<file path="src/rtl/pulse_sync_pkg.sv">
`default_nettype none
// ============================================================================
// Module      : pulse_sync_pkg
// Description : Shared types and default widths for the pulse_sync_rx slice.
// Revision    : 1.0 - initial release
// ============================================================================
package pulse_sync_pkg;

    // Default data word width, matching the upstream synchronizer.
    localparam int C_N  = 8;
    // Default width of the saturating drop counter.
    localparam int C_CW = 8;

    // Capture FSM states.
    typedef enum logic [1:0] {
        IDLE = 2'd0,
        CAPT = 2'd1,
        HOLD = 2'd2
    } state_t;

endpackage : pulse_sync_pkg
`default_nettype wire

</file>
<file path="src/rtl/pulse_sync_rx_fifo.sv">
`default_nettype none
// ============================================================================
// Module      : sync_fifo
// Description : Single-clock first-word-fall-through FIFO. Pointers carry an
//               extra wrap bit so full and empty are distinguishable.
// Revision    : 1.0 - initial release
// ============================================================================
module sync_fifo #(
    parameter int N     = 8,
    parameter int DEPTH = 4
) (
    input  logic                     clk,
    input  logic                     rst,
    input  logic                     i_push,
    input  logic                     i_pop,
    input  logic [N-1:0]             i_din,
    output logic [N-1:0]             o_dout,
    output logic                     o_full,
    output logic                     o_empty,
    output logic [$clog2(DEPTH):0]   o_level
);

    localparam int AW = $clog2(DEPTH);

    logic [N-1:0] r_mem [DEPTH];
    logic [AW:0]  r_wr_ptr;
    logic [AW:0]  r_rd_ptr;
    logic         w_do_pop;
    logic         w_do_push;

    assign o_empty = (r_wr_ptr == r_rd_ptr);
    assign o_full  = (r_wr_ptr[AW] != r_rd_ptr[AW]) &&
                     (r_wr_ptr[AW-1:0] == r_rd_ptr[AW-1:0]);
    assign o_level = r_wr_ptr - r_rd_ptr;

    // A pop frees the head slot this edge, so a push may land even when full.
    assign w_do_pop  = i_pop && !o_empty;
    assign w_do_push = i_push && (!o_full || w_do_pop);

    // Head word is read straight from storage (fall-through).
    assign o_dout = r_mem[r_rd_ptr[AW-1:0]];

    // Storage and pointer update; reset clears contents so the head reads 0.
    always_ff @(posedge clk) begin
        if (rst) begin
            r_wr_ptr <= '0;
            r_rd_ptr <= '0;
            for (int i = 0; i < DEPTH; i++) begin
                r_mem[i] <= '0;
            end
        end else begin
            if (w_do_push) begin
                r_mem[r_wr_ptr[AW-1:0]] <= i_din;
                r_wr_ptr                <= r_wr_ptr + 1'b1;
            end
            if (w_do_pop) begin
                r_rd_ptr <= r_rd_ptr + 1'b1;
            end
        end
    end

endmodule : sync_fifo
`default_nettype wire

</file>
<file path="src/rtl/pulse_sync_rx.sv">
`default_nettype none
// ============================================================================
// Module      : pulse_sync_rx
// Description : Destination-domain strobe consumer. Captures one word per
//               strobe assertion into a FIFO, presents it on a valid/ready
//               stream and returns a 4-phase ack level. Drops on a full FIFO
//               are flagged by a sticky overflow bit and a saturating count.
// Revision    : 1.0 - initial release
// ============================================================================
module pulse_sync_rx
    import pulse_sync_pkg::*;
#(
    parameter int N     = C_N,
    parameter int DEPTH = 4,
    parameter int CW    = C_CW
) (
    input  logic                     clkB,
    input  logic                     rst,
    input  logic                     enaB,
    input  logic                     stb_in,
    input  logic [N-1:0]             data_in,
    output logic                     m_valid,
    input  logic                     m_ready,
    output logic [N-1:0]             m_data,
    output logic                     ack,
    output logic [$clog2(DEPTH):0]   level,
    output logic                     overflow,
    input  logic                     clr_ovf,
    output logic [CW-1:0]            drop_cnt
);

    state_t        r_state;
    logic          r_ack;
    logic          r_overflow;
    logic [CW-1:0] r_drop_cnt;

    logic          w_push_req;
    logic          w_pop;
    logic          w_full;
    logic          w_empty;
    logic          w_drop;

    // The capture happens in CAPT, one edge after the strobe is seen, because
    // the upstream data register updates on the same edge as the strobe.
    assign w_push_req = enaB && (r_state == CAPT);
    assign w_pop      = m_valid && m_ready;
    assign w_drop     = w_push_req && w_full && !w_pop;

    assign m_valid  = !w_empty;
    assign ack      = r_ack;
    assign overflow = r_overflow;
    assign drop_cnt = r_drop_cnt;

    sync_fifo #(
        .N     (N),
        .DEPTH (DEPTH)
    ) u_fifo (
        .clk     (clkB),
        .rst     (rst),
        .i_push  (w_push_req),
        .i_pop   (w_pop),
        .i_din   (data_in),
        .o_dout  (m_data),
        .o_full  (w_full),
        .o_empty (w_empty),
        .o_level (level)
    );

    // Capture FSM with registered ack; frozen while enaB is low.
    always_ff @(posedge clkB) begin
        if (rst) begin
            r_state <= IDLE;
            r_ack   <= 1'b0;
        end else if (enaB) begin
            case (r_state)
                IDLE: begin
                    if (stb_in) begin
                        r_state <= CAPT;
                    end
                end
                CAPT: begin
                    // Ack is raised even on a drop so the source never stalls.
                    r_state <= HOLD;
                    r_ack   <= 1'b1;
                end
                HOLD: begin
                    if (!stb_in) begin
                        r_state <= IDLE;
                        r_ack   <= 1'b0;
                    end
                end
                default: begin
                    r_state <= IDLE;
                    r_ack   <= 1'b0;
                end
            endcase
        end
    end

    // Sticky overflow and saturating drop count; a same-cycle drop beats clear.
    always_ff @(posedge clkB) begin
        if (rst) begin
            r_overflow <= 1'b0;
            r_drop_cnt <= '0;
        end else if (w_drop) begin
            r_overflow <= 1'b1;
            if (clr_ovf) begin
                r_drop_cnt <= {{(CW-1){1'b0}}, 1'b1};
            end else if (r_drop_cnt != {CW{1'b1}}) begin
                r_drop_cnt <= r_drop_cnt + 1'b1;
            end
        end else if (clr_ovf) begin
            r_overflow <= 1'b0;
            r_drop_cnt <= '0;
        end
    end

endmodule : pulse_sync_rx
`default_nettype wire

</file>
<file path="config.mk">
export PLATFORM = sky130hd
export DESIGN_NAME = pulse_sync_rx
export DESIGN_NICKNAME = d
export VERILOG_FILES = /design/src/rtl/pulse_sync_pkg.sv /design/src/rtl/pulse_sync_rx_fifo.sv /design/src/rtl/pulse_sync_rx.sv
export SDC_FILE = /design/constraint.sdc
export NUM_CORES = 1
export LEC_CHECK = 0
export CORE_MARGIN = 2
export CORE_UTILIZATION = 58
export CTS_CLUSTER_DIAMETER = 200
export DETAILED_ROUTE_END_ITERATION = 7
export MAX_ROUTING_LAYER = met4
export PLACE_DENSITY_LB_ADDON = 0.25
export SYNTH_ARGS = -nofsm -noshare
export SYNTH_HDL_FRONTEND = slang
export SYNTH_SLANG_ARGS = --single-unit
</file>
<file path="constraint.sdc">
create_clock -name clkB -period 3.85 [get_ports clkB]
set_input_delay 0.9625 -clock clkB [delete_from_list [all_inputs] [get_ports clkB]]
set_output_delay 0.9625 -clock clkB [all_outputs]
set_load 0.1 [all_outputs]
</file>
# Word-level counts from Yosys, hierarchy flattened
# Memories as Yosys holds them, arrays and structs flattened. A register that Yosys moved wholly into a read port is not among the register bits.
# Cells that the tools add are included.
classes:
  n_addsub: 4
  eq_ne: 8
  mux: 21
  bitwise_logic: 1
  reduce_logical: 18
ops:
  columns: ["operator", "count"]
  rows:
  - ["$mux W8", 5]
  - ["$mux W2", 5]
  - ["$mux W1", 9]
  - ["$add A8 B1 Y8 const B", 1]
  - ["$ne A8 B8 Y1 const B", 1]
  - ["$reduce_or A8 Y1", 1]
  - ["$logic_and A1 B1 Y1", 7]
  - ["$add A3 B1 Y3 const B", 2]
  - ["$pmux W2 S3", 1]
  - ["$reduce_and A3 Y1", 2]
  - ["$ne A2 B2 Y1 const B", 2]
  - ["$reduce_bool A2 Y1", 2]
  - ["$eq A3 B3 Y1", 1]
  - ["$logic_not A1 Y1", 3]
  - ["$pmux W1 S3", 1]
  - ["$sub A3 B3 Y3", 1]
  - ["$eq A2 B1 Y1 const B", 1]
  - ["$eq A2 B2 Y1", 1]
  - ["$eq A2 B2 Y1 const B", 1]
  - ["$logic_not A2 Y1", 1]
  - ["$reduce_and A2 Y1", 1]
  - ["$logic_or A1 B1 Y1", 1]
  - ["$ne A1 B1 Y1", 1]
  - ["$not A1 Y1", 1]
totals:
  n_memories: 1
  ram_bits: 32
  in_bits: 14
  reg_bits: 18
  elab_cells: 59
memory_table:
  columns: ["memory", "words", "word_bits", "read_ports", "rd_clocked_by_memory_dff", "wr", "line_no", "rtl"]
  rows:
  - ["u_fifo.r_mem", 4, 8, 1, 1, 4, "pulse_sync_rx_fifo.sv:25", "logic [N-1:0] r_mem [DEPTH];"]

# Depth between registers and ports, before layout
# Gate-level depths: netlist of run 1.
logic_depth:
  ltp_word: 11
  depth_mapped: 8
  mapped_depth_nobuf: 6

# Modules after synthesis
# Synthesis of run 1 repeated with hierarchy kept, for this count alone.
unflattened:
  cells_unflattened: 216
  area_unflattened_um2: 2501.1
modules_own_cells:
  columns: ["module", "cells_per_inst", "instances", "area_per_inst_um2"]
  rows:
  - ["sync_fifo", 141, 1, 1870.5]
  - ["pulse_sync_rx", 75, 1, 630.6]

# Worst setup path before layout of run 1
# No wires, ideal clock.
synth_path:
  kind: "flip-flop to output port"
  start: "register u_fifo.r_wr_ptr[0]"
  end: "output port level[2]"
  arrival_time_ns: 2.564
  path_stages_with_launch: 5
  t_required_ns: 2.888
  n_path_buf: 0
  slack_ns: 0.323
  path_cell_list: "dfxtp_1 -> inv_1 -> ha_1 -> fa_1 -> xnor2_1"
synth_between:
  elab_chain_cells: 1
synth_lines:
  columns: ["item", "line_no", "rtl"]
  rows:
  - ["start: declaration", "pulse_sync_rx_fifo.sv:26", "logic [AW:0] r_wr_ptr;"]
  - ["start signal: assignment", "pulse_sync_rx_fifo.sv:54", "r_wr_ptr <= r_wr_ptr + 1'b1;"]
  - ["$sub A3 B3 Y3", "pulse_sync_rx_fifo.sv:34", "assign o_level = r_wr_ptr - r_rd_ptr;"]
  - ["end: declaration", "pulse_sync_rx.sv:26", "output logic [$clog2(DEPTH):0] level,"]
# Every way passes these cells.

# Worst setup path in the final report of run 1
layout_path:
  start: "register r_drop_cnt[5] (netlist: drop_cnt[5])"
  end: "output port drop_cnt[5]"
layout_rtl:
  columns: ["item", "line_no", "rtl"]
  rows:
  - ["start: declaration", "pulse_sync_rx.sv:35", "logic [CW-1:0] r_drop_cnt;"]
  - ["start signal: assignment", "pulse_sync_rx.sv:108", "r_drop_cnt <= {{(CW-1){1'b0}}, 1'b1};"]
  - ["start signal: assignment", "pulse_sync_rx.sv:110", "r_drop_cnt <= r_drop_cnt + 1'b1;"]
  - ["end: declaration", "pulse_sync_rx.sv:29", "output logic [CW-1:0] drop_cnt"]
# No word-level cell between the ends.

==> flow_summary_export.csv, run 1 <==
group,metric,value,unit
grt,grt_max_degree,19,
sta,tns,0,ps
worst_setup_path,path_depth,1,
sta,clock_skew,8.197,ps
pwr,p_leak,1.096,nW
worst_hold_path,worstHoldEndpoint,"overflow$_SDFFE_PP0P_",
synth,syn_nets,223,
worst_setup_path,critical-path-max-stage-delay,1180,ps
clock_network,cts.sink_count,52,
floorplanning,fp.dieArea,4771,um^2
worst_setup_path,worstRegToRegCells,7,
synth,ys_ff_latch,52,
routing,viasPerCell,5.874,
grt,grt_pass1_wl,8045,um
sta,maxSlewViolCount,0,
flow_run,cap_violations,0,
floorplanning,die_x,69.08,um
grt,grtUsageMet3,5.702,%
grt,grt.total_usage,22.55,%
sta,rsz0062_at_grt,"no",
clock_network,postCtsSetupRepairBufs,0,
routing,route.antenna.remaining_nets,0,
clock_network,htreeDepth,2,
layout,final_cell_mix,"32 x and2_1, 32 x edfxtp_1, 23 x clkdlybuf4s50_1, 20 x dfxtp_1, 14 x buf_4",
sta,min_period_over_period,75.28,%
routing,detail_route.wl_per_cell,17.41,um
grt,grt_antenna_before_repair,0,
sta,relSlewSlack,34.57,%
worst_setup_path,worst_setup_path_end_kind,"output pin",
sta,setup_ws,951.8,ps
routing,drt-pass1-iter-count,4,
grt,use_met1,26.38,%
pwr,power,1.211,mW
routing,drt_iter0_markers,114,
synth,syn_area_per_cell,12.10,um^2
grt,first_global_vias,1636,
sta,tightestPinTransition,978.4,ps
sta,fmax,0.3450,GHz
worst_setup_path,path_buf_inv,1,
synth,synth_ff_type,"edfxtp_1",
floorplanning,start_util,60.96,%
grt,grt_use_met2,37.71,%
floorplanning,io_pins,36,
sta,finalHoldViolCount,0,
synth,yosys-top-cells-area,"edfxtp_1 39%, dfxtp_1 16%, and2_1 8.2%, mux4_2 7.3%, ha_1 2.5%",
synth,synth_top_area_share,39.12,%
worst_setup_path,path_cells,"clkdlybuf4s50_1",
clock_network,clk_pin_slew,90,ps
grt,gr-total-overflow,0,
clock_network,clockRootBuffer,"clkbuf_8",
placement,place_ws,639.6,ps
synth,ys_seq_area_share,55.43,%
grt,gr-max-usage-layer,"met2",
floorplanning,core,4029,um^2
placement,place.gp.congestion,0.8246,
sta,fin_hold_ws,480.1,ps
layout,area_growth,18.44,%
routing,vias,1680,
synth,synth_area_leader_cell,"edfxtp_1",
worst_setup_path,cp_slowest_cell,"clkdlybuf4s50_1",
synth,yosys_warnings,0,
worst_setup_path,reg2reg_to,"u_fifo.r_mem[1][1]$_SDFFCE_PN0P_",
clock_network,numCtsBuffers,5,
layout,nets,255,
placement,port_buffers,35,
pwr,powerDensity,416.1,nW/um^2
outcome,status,"complete, no violations",
worst_setup_path,arrival,1940,ps
worst_hold_path,min_from,"overflow$_SDFFE_PP0P_",
worst_setup_path,cp_max_fo,7,
layout,n_fill_cell,279,
worst_hold_path,min_path_type,"reg2reg",
synth,syn_inst,203,
floorplanning,rows,23,
synth,synth-edff-count,32,
worst_setup_path,r2r_slack,1310,ps
worst_hold_path,hold_path_depth,2,
clock_network,clk_path_buf_depth,2,
worst_setup_path,cp_top_family,"buffers and inverters",
routing,wirelength,4979,um
worst_setup_path,reg2reg_from,"u_fifo.r_wr_ptr[0]$_SDFFE_PP0P_",
layout,drive_gt1_share,16.53,%
floorplanning,fp.dieH,69.08,um
placement,hpwl,3717,um
layout,n_antenna_cell,0,
synth,netlist_area,2456,um^2
clock_network,cts.repair.resized,0,
synth,postSynth.asyncResetShare,0,%
clock_network,cts_hold_buf,0,
pwr,max-vdd-ir-drop,223.0,uV
routing,drc,0,
worst_setup_path,required,2890,ps
sta,fin_crit,2898,ps
synth,synth.distinct_cells,44,
clock_network,clk-insertion-delay-late,310,ps
sta,setup_viol,0,
clock_network,cts_tree,"yes",
worst_setup_path,path_class,"reg2out",
worst_setup_path,start_kind,"flop",
layout make-up:
type                            instances  area (um^2)  share of cell area (%)
Tap cell                               50        62.56                   2.151
Sequential cell                        52         1361                   46.80
Clock buffer                            5        68.82                   2.366
Timing Repair Buffer                   37        335.3                   11.53
Multi-Input combinational cell        130         1005                   34.54
Inverter                                9        33.78                   1.161
Clock inverter                          3        42.54                   1.462
synthesized netlist by cell type, types with 2 or more instances:
master / n
buf_2: 2
or2_2: 5
and3_1: 3
and3b_1: 2
clkbuf_1: 7
o31ai_1: 5
mux4_2: 8
edfxtp_1: 32
inv_1: 9
o21ai_0: 3
nor3_1: 2
and2_1: 32
mux2i_1: 2
xnor2_1: 3
ha_1: 5
nand3_1: 5
nand2_1: 6
or4_1: 3
a21oi_1: 10
xor2_1: 3
nor2_1: 11
nand2b_1: 2
a31oi_1: 3
dfxtp_1: 20
where the power goes:
group          internal (mW)  total (mW)  switching (mW)  leakage, nW
Sequential             0.608       0.623          0.0150        0.493
Clock                  0.193       0.368           0.175       0.0558
Combinational         0.0613       0.220           0.159        0.547
routing by layer:
metal,up-vias,share of wire (%)
li1,797,-
met1,790,39
met2,82,52
met3,11,7.3
met4,0,2.2
met5,-,0
stage by stage:
stage / utilization [%] / cell area (um^2) / cells
3_3_place_gp: 69.44 / 2798 / 278
4_1_cts: 72.21 / 2909 / 286
6_report: 72.21 / 2909 / 286
2_1_floorplan: - / 2456 / 203
5_1_grt: 72.21 / 2909 / 286
3_5_place_dp: 69.44 / 2798 / 278
kinds of logic (layout without fill, tap and decap cells):
group / count (synthesis) / count (layout) / share of synthesized area [%]
AOI/OAI and AO/OA: 29 / 29 / 7.998
xor gates and xnor gates: 7 / 7 / 2.802
adders and majority gates: 6 / 6 / 3.362
buffers and inverters: 21 / 54 / 3.668
DFF: 52 / 52 / 55.43
muxes: 10 / 10 / 8.151
and+or+nand+nor: 78 / 78 / 18.59
state kept, by name, summed over array words and instances (netlist names), named ones only:
register / flops
overflow: 1
ack: 1
u_fifo.r_wr_ptr: 3
u_fifo.r_rd_ptr: 3
r_state: 2
u_fifo.r_mem: 32
drop_cnt: 8
how the worst max path moves through the flow:
stage / startpoint / to / slack, ps
global route: m_ready / u_fifo.r_mem[1][1]$_SDFFCE_PN0P_ / 820
CTS: m_ready / u_fifo.r_mem[1][1]$_SDFFCE_PN0P_ / 960
floorplan: u_fifo.r_wr_ptr[0]$_SDFFE_PP0P_ / level[2] / 320
global placement: m_ready / u_fifo.r_mem[0][5]$_SDFFCE_PN0P_ / 740
finish: drop_cnt[5]$_SDFFE_PP0P_ / drop_cnt[5] / 950
detailed placement: m_ready / u_fifo.r_mem[1][1]$_SDFFCE_PN0P_ / 640
worst reg2reg max path: stages, from the launching register on:
cell and delay [ps]:
dfxtp_1 390, inv_1 120, ha_1 340, and3b_1 250
a2111oi_2 370, buf_4 210, and3_1 300, or2_2 270
(Power assumes the default switching activity.)
==> run 2: changes to the inputs <==
--- a/config.mk
+++ b/config.mk
@@ -6,7 +6,7 @@
 export NUM_CORES = 1
 export LEC_CHECK = 0
 export CORE_MARGIN = 2
-export CORE_UTILIZATION = 58
+export CORE_UTILIZATION = 54
 export CTS_CLUSTER_DIAMETER = 200
 export DETAILED_ROUTE_END_ITERATION = 7
 export MAX_ROUTING_LAYER = met4
==> constraint.sdc (replaced) <==
create_clock -name clkB -period 3 [get_ports clkB]
set_input_delay 0.75 -clock clkB [delete_from_list [all_inputs] [get_ports clkB]]
set_output_delay 0.75 -clock clkB [all_outputs]
set_load 0.1 [all_outputs]
==> flow_summary_export.csv, run 2 (synthesis results as in run 1) <==
group,metric,value,unit
routing,wirelength,4593,um
clock_network,postCtsSetupRepairBufs,0,
floorplanning,core,4354,um^2
routing,drc,0,
grt,grt_pass1_wl,7293,um
sta,tightestPinTransition,724.5,ps
worst_setup_path,path_cells,"mux4_2 -> buf_4",
clock_network,cts.sink_count,52,
layout,stdcell_count,293,
worst_setup_path,arrival,1820,ps
sta,clock_skew,9.213,ps
grt,gr-total-overflow,0,
sta,finalHoldViolCount,0,
routing,route.antenna.remaining_nets,0,
placement,post-place-cells,285,
sta,fmax,0.3888,GHz
layout,largest_register_ffs,32,
worst_setup_path,required,2250,ps
clock_network,cts_tree,"yes",
clock_network,cts.repair.resized,0,
routing,drt_iter0_markers,117,
floorplanning,start_util,56.41,%
sta,fin_crit,2572,ps
floorplanning,io_pins,36,
worst_setup_path,cp_slowest_cell,"dfxtp_1",
worst_setup_path,cp_max_fo,8,
sta,rsz0062_at_grt,"no",
routing,vias,1618,
grt,grt_max_degree,19,
sta,maxSlewViolCount,0,
outcome,status,"complete, no violations",
grt,grt_antenna_before_repair,0,
layout,final_core_util,68.39,%
floorplanning,fp.dieArea,5104,um^2
floorplanning,die_x,71.44,um
layout,final_cell_mix,"32 x and2_1, 32 x edfxtp_1, 27 x buf_4, 20 x dfxtp_1, 13 x clkdlybuf4s50_1",
clock_network,clk_path_buf_depth,2,
layout,n_antenna_cell,0,
floorplanning,rows,24,
worst_setup_path,worst_setup_path_end_kind,"output pin",
clock_network,numCtsBuffers,5,
routing,drt-pass1-iter-count,4,
pwr,p_leak,1.167,nW
clock_network,clk_pin_slew,90,ps
grt,grt.total_usage,19.24,%
routing,viasPerCell,5.522,
flow_run,cap_violations,0,
pwr,max-vdd-ir-drop,298.0,uV
sta,tns,0,ps
worst_setup_path,path_class,"reg2out",
worst_setup_path,cp_top_family,"flip-flops",
layout,area_growth,21.24,%
clock_network,cts_hold_buf,0,
floorplanning,fp.dieH,71.44,um
clock_network,htreeDepth,2,
sta,setup_viol,0,
pwr,powerDensity,549.7,nW/um^2
layout,drive_gt1_share,22.82,%
pwr,power,1.637,mW
sta,min_period_over_period,85.74,%
worst_setup_path,critical-path-max-stage-delay,680,ps
sta,relSlewSlack,51.60,%
sta,fin_hold_ws,479.4,ps
clock_network,clk-insertion-delay-late,300,ps
grt,first_global_vias,1549,
worst_hold_path,min_path_type,"reg2reg",
layout,nets,260,
placement,port_buffers,35,
worst_setup_path,start_kind,"flop",
placement,place.gp.congestion,0.7502,
layout,regMostFlops,"u_fifo.r_mem",
routing,detail_route.wl_per_cell,15.68,um
clock_network,clockRootBuffer,"clkbuf_8",
placement,hpwl,3404,um
worst_setup_path,path_buf_inv,1,
-- run 2: cell types whose count changed in the layout (fill, tap and decap cells not counted) --
cell             change
buf_4               +13
clkdlybuf4s50_1     -10
buf_12               +2
bufinv_16            +1
clkbuf_1             +1
clkinv_1             -1
clkinv_4             -1
xnor2_1              -1
xnor2_2              +1
-- run 2: where the power goes --
part           internal, mW  switching [mW]  total, mW
logic                0.0892           0.206      0.296
clock network         0.333           0.211      0.544
registers             0.780          0.0178      0.797
-- run 2: area by class of cell --
type	count	area, um^2
clock buffers	6	72.57
clock inverters	2	60.06
flip-flops and latches	52	1361
multi-input cells	130	1012
repair buffers	42	372.9
fillers	323	1376
inverters	9	33.78
well taps	52	65.06
-- run 2: worst register-to-register path, stage by stage (launching register included) --
cell,delay [ps]
dfxtp_1,380
inv_1,110
ha_1,330
and3b_1,250
a2111oi_2,520
and3_1,240
or2_2,240
-- run 2: final timing paths --
check,startpoint,endpoint,slack [ps],cells past startpoint
worst max-delay path,flop,m_data[2],430,2
worst min-delay path,overflow$_SDFFE_PP0P_,overflow$_SDFFE_PP0P_,480,2
worst max register to register,u_fifo.r_wr_ptr[0]$_SDFFE_PP0P_,u_fifo.r_mem[0][1]$_SDFFCE_PN0P_,620,6
worst min register to register,overflow$_SDFFE_PP0P_,overflow$_SDFFE_PP0P_,480,2
-- run 2: routing by layer --
| layer | track usage (%) | vias up | part of all wire [%] |
|---|---|---|---|
| met3 | 4.501 | 4 | 3.0 |
| met5 | - | - | 0 |
| met2 | 32.20 | 25 | 51 |
| li1 | - | 808 | - |
| met1 | 24.12 | 781 | 45 |
| met4 | 3.983 | 0 | 0.78 |
-- run 2: stage by stage --
stage / cell area, um^2 / setup WS, ps
global route: 2978 / 314.3
detailed placement: 2845 / 130.1
floorplan: 2464 / 293.1
CTS: 2978 / 377.8
finish: 2978 / 427.7
global placement: 2845 / 172.3
==> run 3: changes to the inputs <==
--- a/config.mk
+++ b/config.mk
@@ -9,6 +9,7 @@
 export CORE_UTILIZATION = 54
 export CTS_CLUSTER_DIAMETER = 200
 export DETAILED_ROUTE_END_ITERATION = 7
+export HOLD_SLACK_MARGIN = 0.06
 export MAX_ROUTING_LAYER = met4
 export PLACE_DENSITY_LB_ADDON = 0.25
 export SYNTH_ARGS = -nofsm -noshare
==> results of run 3 <==
The final DEF is identical to that of run 2; final timing and power are the same.
